## src/rtl/ff_array_access_ctrl_if.sv

```systemverilog
// ff_array_access_ctrl_if: request/response channels and array port of the flip-flop array initiator
interface ff_array_access_ctrl_if #(
  parameter int DATA_W = 8,
  parameter int ADDR_W = 3
);
  logic              req_valid;
  logic              req_ready;
  logic              req_wr;
  logic [ADDR_W-1:0] req_addr;
  logic [DATA_W-1:0] req_data;
  logic              rsp_valid;
  logic              rsp_ready;
  logic [DATA_W-1:0] rsp_data;
  logic              rsp_err;
  logic [DATA_W-1:0] arr_din;
  logic [ADDR_W-1:0] arr_addr;
  logic              arr_wr;
  logic              arr_rd;
  logic [DATA_W-1:0] arr_dout;
  logic              arr_error;
  modport master (
    output req_valid, req_wr, req_addr, req_data, rsp_ready, arr_dout, arr_error,
    input  req_ready, rsp_valid, rsp_data, rsp_err, arr_din, arr_addr, arr_wr, arr_rd
  );
  modport slave (
    input  req_valid, req_wr, req_addr, req_data, rsp_ready, arr_dout, arr_error,
    output req_ready, rsp_valid, rsp_data, rsp_err, arr_din, arr_addr, arr_wr, arr_rd
  );
endinterface

```

## src/rtl/ff_array_access_ctrl.sv

```systemverilog
// ff_array_access_ctrl: single-outstanding initiator for the flip-flop array with post-reset clear sweep
module ff_array_access_ctrl #(
  parameter int              DATA_W   = 8,
  parameter int              ADDR_W   = 3,
  parameter int              DATA_N   = 8,
  parameter logic [DATA_W-1:0] INIT_VAL = '0
) (
  input  logic                 clk,
  input  logic                 resetn,
  ff_array_access_ctrl_if.slave bus,
  output logic                 init_done,
  output logic [7:0]           err_cnt
);
  typedef enum logic [1:0] {INIT, IDLE, ISSUE, RESP} state_t;
  state_t            state_q, state_d;
  logic [ADDR_W-1:0] idx_q, idx_d, arr_addr_q, arr_addr_d;
  logic [DATA_W-1:0] arr_din_q, arr_din_d, rsp_data_q, rsp_data_d;
  logic              arr_wr_q, arr_wr_d, arr_rd_q, arr_rd_d;
  logic              wr_q, wr_d, oor_q, oor_d, rsp_err_q, rsp_err_d, init_done_q, init_done_d;
  logic [7:0]        err_cnt_q, err_cnt_d;
  logic              req_oor;
  assign req_oor = {1'b0, bus.req_addr} >= (ADDR_W+1)'(DATA_N);
  always_comb begin
    state_d     = state_q;
    idx_d       = idx_q;
    arr_addr_d  = arr_addr_q;
    arr_din_d   = arr_din_q;
    arr_wr_d    = 1'b0;
    arr_rd_d    = 1'b0;
    wr_d        = wr_q;
    oor_d       = oor_q;
    rsp_data_d  = rsp_data_q;
    rsp_err_d   = rsp_err_q;
    init_done_d = init_done_q;
    err_cnt_d   = err_cnt_q;
    case (state_q)
      INIT: begin
        if (arr_wr_q && arr_addr_q == ADDR_W'(DATA_N-1)) begin
          state_d     = IDLE;
          init_done_d = 1'b1;
        end else begin
          arr_wr_d   = 1'b1;
          arr_addr_d = idx_q;
          arr_din_d  = INIT_VAL;
          idx_d      = idx_q + ADDR_W'(1);
        end
      end
      IDLE: begin
        if (bus.req_valid) begin
          state_d    = ISSUE;
          wr_d       = bus.req_wr;
          oor_d      = req_oor;
          arr_wr_d   = bus.req_wr & ~req_oor;
          arr_rd_d   = ~bus.req_wr & ~req_oor;
          arr_addr_d = req_oor ? arr_addr_q : bus.req_addr;
          arr_din_d  = bus.req_data;
        end
      end
      ISSUE: begin
        state_d    = RESP;
        rsp_err_d  = oor_q | bus.arr_error;
        rsp_data_d = (wr_q || rsp_err_d) ? '0 : bus.arr_dout;
        err_cnt_d  = (rsp_err_d && err_cnt_q != 8'hff) ? err_cnt_q + 8'd1 : err_cnt_q;
      end
      RESP:    state_d = bus.rsp_ready ? IDLE : RESP;
      default: state_d = INIT;
    endcase
  end
  always_ff @(posedge clk) begin
    if (!resetn) begin
      state_q     <= INIT;
      idx_q       <= '0;
      arr_addr_q  <= '0;
      arr_din_q   <= '0;
      arr_wr_q    <= 1'b0;
      arr_rd_q    <= 1'b0;
      wr_q        <= 1'b0;
      oor_q       <= 1'b0;
      rsp_data_q  <= '0;
      rsp_err_q   <= 1'b0;
      init_done_q <= 1'b0;
      err_cnt_q   <= '0;
    end else begin
      state_q     <= state_d;
      idx_q       <= idx_d;
      arr_addr_q  <= arr_addr_d;
      arr_din_q   <= arr_din_d;
      arr_wr_q    <= arr_wr_d;
      arr_rd_q    <= arr_rd_d;
      wr_q        <= wr_d;
      oor_q       <= oor_d;
      rsp_data_q  <= rsp_data_d;
      rsp_err_q   <= rsp_err_d;
      init_done_q <= init_done_d;
      err_cnt_q   <= err_cnt_d;
    end
  end
  assign bus.req_ready = state_q == IDLE;
  assign bus.rsp_valid = state_q == RESP;
  assign bus.rsp_data  = rsp_data_q;
  assign bus.rsp_err   = rsp_err_q;
  assign bus.arr_din   = arr_din_q;
  assign bus.arr_addr  = arr_addr_q;
  assign bus.arr_wr    = arr_wr_q;
  assign bus.arr_rd    = arr_rd_q;
  assign init_done     = init_done_q;
  assign err_cnt       = err_cnt_q;
endmodule

```

## src/flat_wrapper.sv

```systemverilog
// flat-port wrapper written by rule: the top's interface ports become plain ports
module ff_array_access_ctrl_flat 
#(
  parameter int              DATA_W   = 8,
  parameter int              ADDR_W   = 3,
  parameter int              DATA_N   = 8,
  parameter logic [DATA_W-1:0] INIT_VAL = '0
)
  (clk, resetn, init_done, err_cnt, bus_req_valid, bus_req_wr, bus_req_addr, bus_req_data, bus_rsp_ready, bus_arr_dout, bus_arr_error, bus_req_ready, bus_rsp_valid, bus_rsp_data, bus_rsp_err, bus_arr_din, bus_arr_addr, bus_arr_wr, bus_arr_rd);
  ff_array_access_ctrl_if #(.DATA_W(DATA_W), .ADDR_W(ADDR_W)) bus_i ();
  input  logic clk;
  input  logic resetn;
  output logic init_done;
  output logic [7:0] err_cnt;
  input wire logic [$bits(bus_i.req_valid)-1:0] bus_req_valid;
  input wire logic [$bits(bus_i.req_wr)-1:0] bus_req_wr;
  input wire logic [$bits(bus_i.req_addr)-1:0] bus_req_addr;
  input wire logic [$bits(bus_i.req_data)-1:0] bus_req_data;
  input wire logic [$bits(bus_i.rsp_ready)-1:0] bus_rsp_ready;
  input wire logic [$bits(bus_i.arr_dout)-1:0] bus_arr_dout;
  input wire logic [$bits(bus_i.arr_error)-1:0] bus_arr_error;
  output wire logic [$bits(bus_i.req_ready)-1:0] bus_req_ready;
  output wire logic [$bits(bus_i.rsp_valid)-1:0] bus_rsp_valid;
  output wire logic [$bits(bus_i.rsp_data)-1:0] bus_rsp_data;
  output wire logic [$bits(bus_i.rsp_err)-1:0] bus_rsp_err;
  output wire logic [$bits(bus_i.arr_din)-1:0] bus_arr_din;
  output wire logic [$bits(bus_i.arr_addr)-1:0] bus_arr_addr;
  output wire logic [$bits(bus_i.arr_wr)-1:0] bus_arr_wr;
  output wire logic [$bits(bus_i.arr_rd)-1:0] bus_arr_rd;
  assign bus_i.req_valid = bus_req_valid;
  assign bus_i.req_wr = bus_req_wr;
  assign bus_i.req_addr = bus_req_addr;
  assign bus_i.req_data = bus_req_data;
  assign bus_i.rsp_ready = bus_rsp_ready;
  assign bus_i.arr_dout = bus_arr_dout;
  assign bus_i.arr_error = bus_arr_error;
  assign bus_req_ready = bus_i.req_ready;
  assign bus_rsp_valid = bus_i.rsp_valid;
  assign bus_rsp_data = bus_i.rsp_data;
  assign bus_rsp_err = bus_i.rsp_err;
  assign bus_arr_din = bus_i.arr_din;
  assign bus_arr_addr = bus_i.arr_addr;
  assign bus_arr_wr = bus_i.arr_wr;
  assign bus_arr_rd = bus_i.arr_rd;
  ff_array_access_ctrl #(.DATA_W(DATA_W), .ADDR_W(ADDR_W), .DATA_N(DATA_N), .INIT_VAL(INIT_VAL)) u_core (.clk(clk), .resetn(resetn), .bus(bus_i), .init_done(init_done), .err_cnt(err_cnt));
endmodule
```

## config.mk

```make
export PLATFORM = sky130hd
export DESIGN_NAME = ff_array_access_ctrl_flat
export DESIGN_NICKNAME = d
export VERILOG_FILES = /design/src/rtl/ff_array_access_ctrl_if.sv /design/src/rtl/ff_array_access_ctrl.sv /design/src/flat_wrapper.sv
export SDC_FILE = /design/constraint.sdc
export NUM_CORES = 1
export LEC_CHECK = 0
export CAP_MARGIN = 20
export CORE_MARGIN = 8
export CORE_UTILIZATION = 45
export DETAILED_ROUTE_END_ITERATION = 6
export PLACE_DENSITY = 0.83
export SYNTH_ARGS = -nofsm -noshare
export SYNTH_HDL_FRONTEND = slang
export SYNTH_SLANG_ARGS = --single-unit
```

## constraint.sdc

```tcl
create_clock -name clk -period 2.5 [get_ports clk]
set_clock_uncertainty 0.2 [all_clocks]
set_input_delay 0.25 -clock clk [delete_from_list [all_inputs] [get_ports clk]]
set_output_delay 0.25 -clock clk [all_outputs]
set_load 0.05 [all_outputs]
```

==> results_dict.tcl, run 1 <==
set metrics [dict create \
    outcome "completed" \
    crit_path_start_kind "register" \
    synth_cells 144 \
    crit_type "register to primary output" \
    clk_latency_ps 320 \
    cts_buffer_depth 2 \
    htree_levels 2 \
    synth_xor_area_frac 0.0244 \
    grt_max_degree 17 \
    wl_per_cell_um 15.5 \
    cts_tree "done" \
    synthFlopType "dfxtp_1" \
    fp.dieW_um 72.5 \
    timing.fmax_mhz 435 \
    async_reset_ff_frac 0 \
    hold_start "u_core.init_done" \
    clock-root-buffer "clkbuf_4" \
    num_vias 1315 \
    numPortBuffers 57 \
    worstReg2RegStart "u_core.state_q[1]" \
    cp_num_buf_inv 1 \
    rows 20 \
    syn_to_final_growth_pct 45.8 \
    rsz0062_at_grt "no" \
    setup_tns_ps 0 \
    crit_slowest_cell "clkdlybuf4s50_1" \
    yosysTopAreaCell "dfxtp_1" \
    synth.area.mux_share 0.0279 \
    layout_common_cells "56 x clkdlybuf4s50_1, 37 x dfxtp_1, 21 x nor2_1" \
    cp-end-kind "primary output" \
    synth_top_family_by_area "compound AO/OA/AOI/OAI gates" \
    synth-simple-area-share 0.188 \
    initial_core_util 0.471 \
    post_cts_resized 0 \
    post-route-min-period_ps 2300 \
    gp_congestion 0.840 \
    drv_cap 0 \
    ys_warn_count 0 \
    critPathLaunch "u_core.state_q[0]" \
    cts_buffers 5 \
    synth_top_area_share 0.515 \
    post_cts_buffers 0 \
    power_density_nw_per_um2 474 \
    via_per_inst 5.32 \
    core_area_um2 3050 \
    avgSynthCellArea_um2 9.98 \
    antenna_left 0 \
    die_y_um 72.5 \
    routed_wl_mm 3.84 \
    fillers 254 \
    grt_first_pass_wirelength_mm 6.15 \
    finalSetupViolations 0 \
    dp.cells 240 \
    grt_util_all_layers 0.148 \
    max-vdd-ir-drop_uv 377 \
    diodes 0 \
    worstHoldPathType "register to register" \
    io_pins 58 \
    first_global_vias 1325 \
    critPathRequiredTime_ps 2050 \
    post-route-period-util 0.920 \
    maxSlewViolCount 0 \
    dieArea_um2 5260 \
    syn_area_um2 1440 \
    clock-sinks 37 \
    worstPathMaxFanout 10 \
    ys_types 35 \
    leakage_uw 0.000769 \
    post-route-util 0.686 \
    clk_pin_slew_worst_paths_ps 100 \
    drive_gt1_frac 0.0591 \
    hold_buffers 0 \
    hold_viol 0 \
    finalNonFillerCells 247 \
    drtPass1Iterations 4 \
    ys_top_cells_by_area "dfxtp_1 52%, nor2_1 5.5%, a22o_1 4.9%, a22oi_1 4.2%, a21oi_1 2.8%" \
    final_common_cell "clkdlybuf4s50_1" \
    worstPathCellList "and2_1 -> clkdlybuf4s50_1" \
    synth_fp_nets 171 \
    ys_seq_area_frac 0.515 \
    drc_errors 0 \
    synth_compound_area_frac 0.199 \
    path_delay_family "buffers and inverters" \
    tightest_slew_ps 528 \
    synth_adder_area_share 0.0174 \
    nNetsFinal 230 \
    critical-path-max-stage-delay_ps 820 \
    grt.overflow.total 0 \
    yosys_register_bits 37 \
    synth_edf_count 0 \
    cp_data_arrival_time_ps 1850 \
    dr.first_iter.drc_count 89 \
    antenna_found_initial 0 \
    slew_headroom 0.647 \
    dp_hpwl_mm 3.02 \
]
path summary, 6_finish.rpt:
check / end / slack [ps] / cells past startpoint
setup / recovery: bus_rsp_valid / 200 / 2
hold / removal: u_core.init_done / 280 / 2
setup reg to reg: u_core.bus.arr_din[3] / 700 / 4
hold reg to reg: u_core.init_done / 280 / 2
per-stage QoR:
| step | setup slack (ps) | cell area [µm²] | hold WS, ps | power, µW |
|---|---|---|---|---|
| floorplan | 561 | 1440 | 129 | 649 |
| global placement | 430 | 2040 | 258 | 701 |
| detailed placement | 390 | 2040 | 261 | 704 |
| CTS | 34.1 | 2090 | 284 | 1010 |
| global route | 104 | 2100 | 299 | 1040 |
| finish | 201 | 2100 | 277 | 993 |
registers in the layout, indices dropped and copies added (netlist names):
register             cells
u_core.wr_q              1
u_core.idx_q             3
u_core.bus.arr_rd        1
u_core.state_q           2
u_core.bus.rsp_err       1
u_core.err_cnt           8
u_core.bus.arr_addr      3
u_core.bus.arr_wr        1
u_core.init_done         1
u_core.bus.rsp_data      8
u_core.bus.arr_din       8
cell families (layout without fill, tap and decap cells):
| group | Yosys count | in the layout |
|---|---|---|
| adders and majority gates | 2 | 2 |
| muxes | 4 | 4 |
| buffers and inverters | 8 | 67 |
| DFF | 37 | 37 |
| AOI/OAI and AO/OA | 37 | 37 |
| xor gates and xnor gates | 4 | 4 |
| and+or+nand+nor | 52 | 52 |
power by group:
group | switching [µW] | internal [µW]
Sequential | 7.15 | 597
Clock | 170 | 133
Combinational | 38.2 | 47.5
cells in the mapped netlist, drive strengths merged, types with 4 or more instances:
| cell type | n |
|---|---|
| a22oi | 8 |
| nand3 | 6 |
| xor2 | 4 |
| a211oi | 4 |
| nor3 | 5 |
| dfxtp | 37 |
| nor2 | 22 |
| a21oi | 8 |
| a22o | 8 |
| mux2i | 4 |
| nand2 | 6 |
per-layer routing:
metal	GRT usage	part of all wire	wire, µm
met5	0	0	0
met4	0.0400	0.011	42
met3	0.0909	0.11	436
met2	0.248	0.47	1810
met1	0.150	0.40	1550
worst register-to-register path, stage by stage (launching register included):
cell	delay [ps]
dfxtp_1	510
nand3b_1	320
o31ai_4	180
nor2_2	340
a22o_1	210
final cells by class:
type	count	area (µm²)	share of cell area
flip-flops and latches	37	741	0.353
multi-input cells	99	657	0.313
repair buffers	58	581	0.277
clock buffers	7	55.1	0.0263
well taps	44	55.1	0.0263
inverters	2	7.51	0.00358
Note: power is estimated with default switching activity, not from simulation.
==> run 2: changes to the inputs <==
- TNS_END_PERCENT: default -> 10
==> results of run 2 <==
The final DEF is identical to that of run 1; final timing and power are the same.
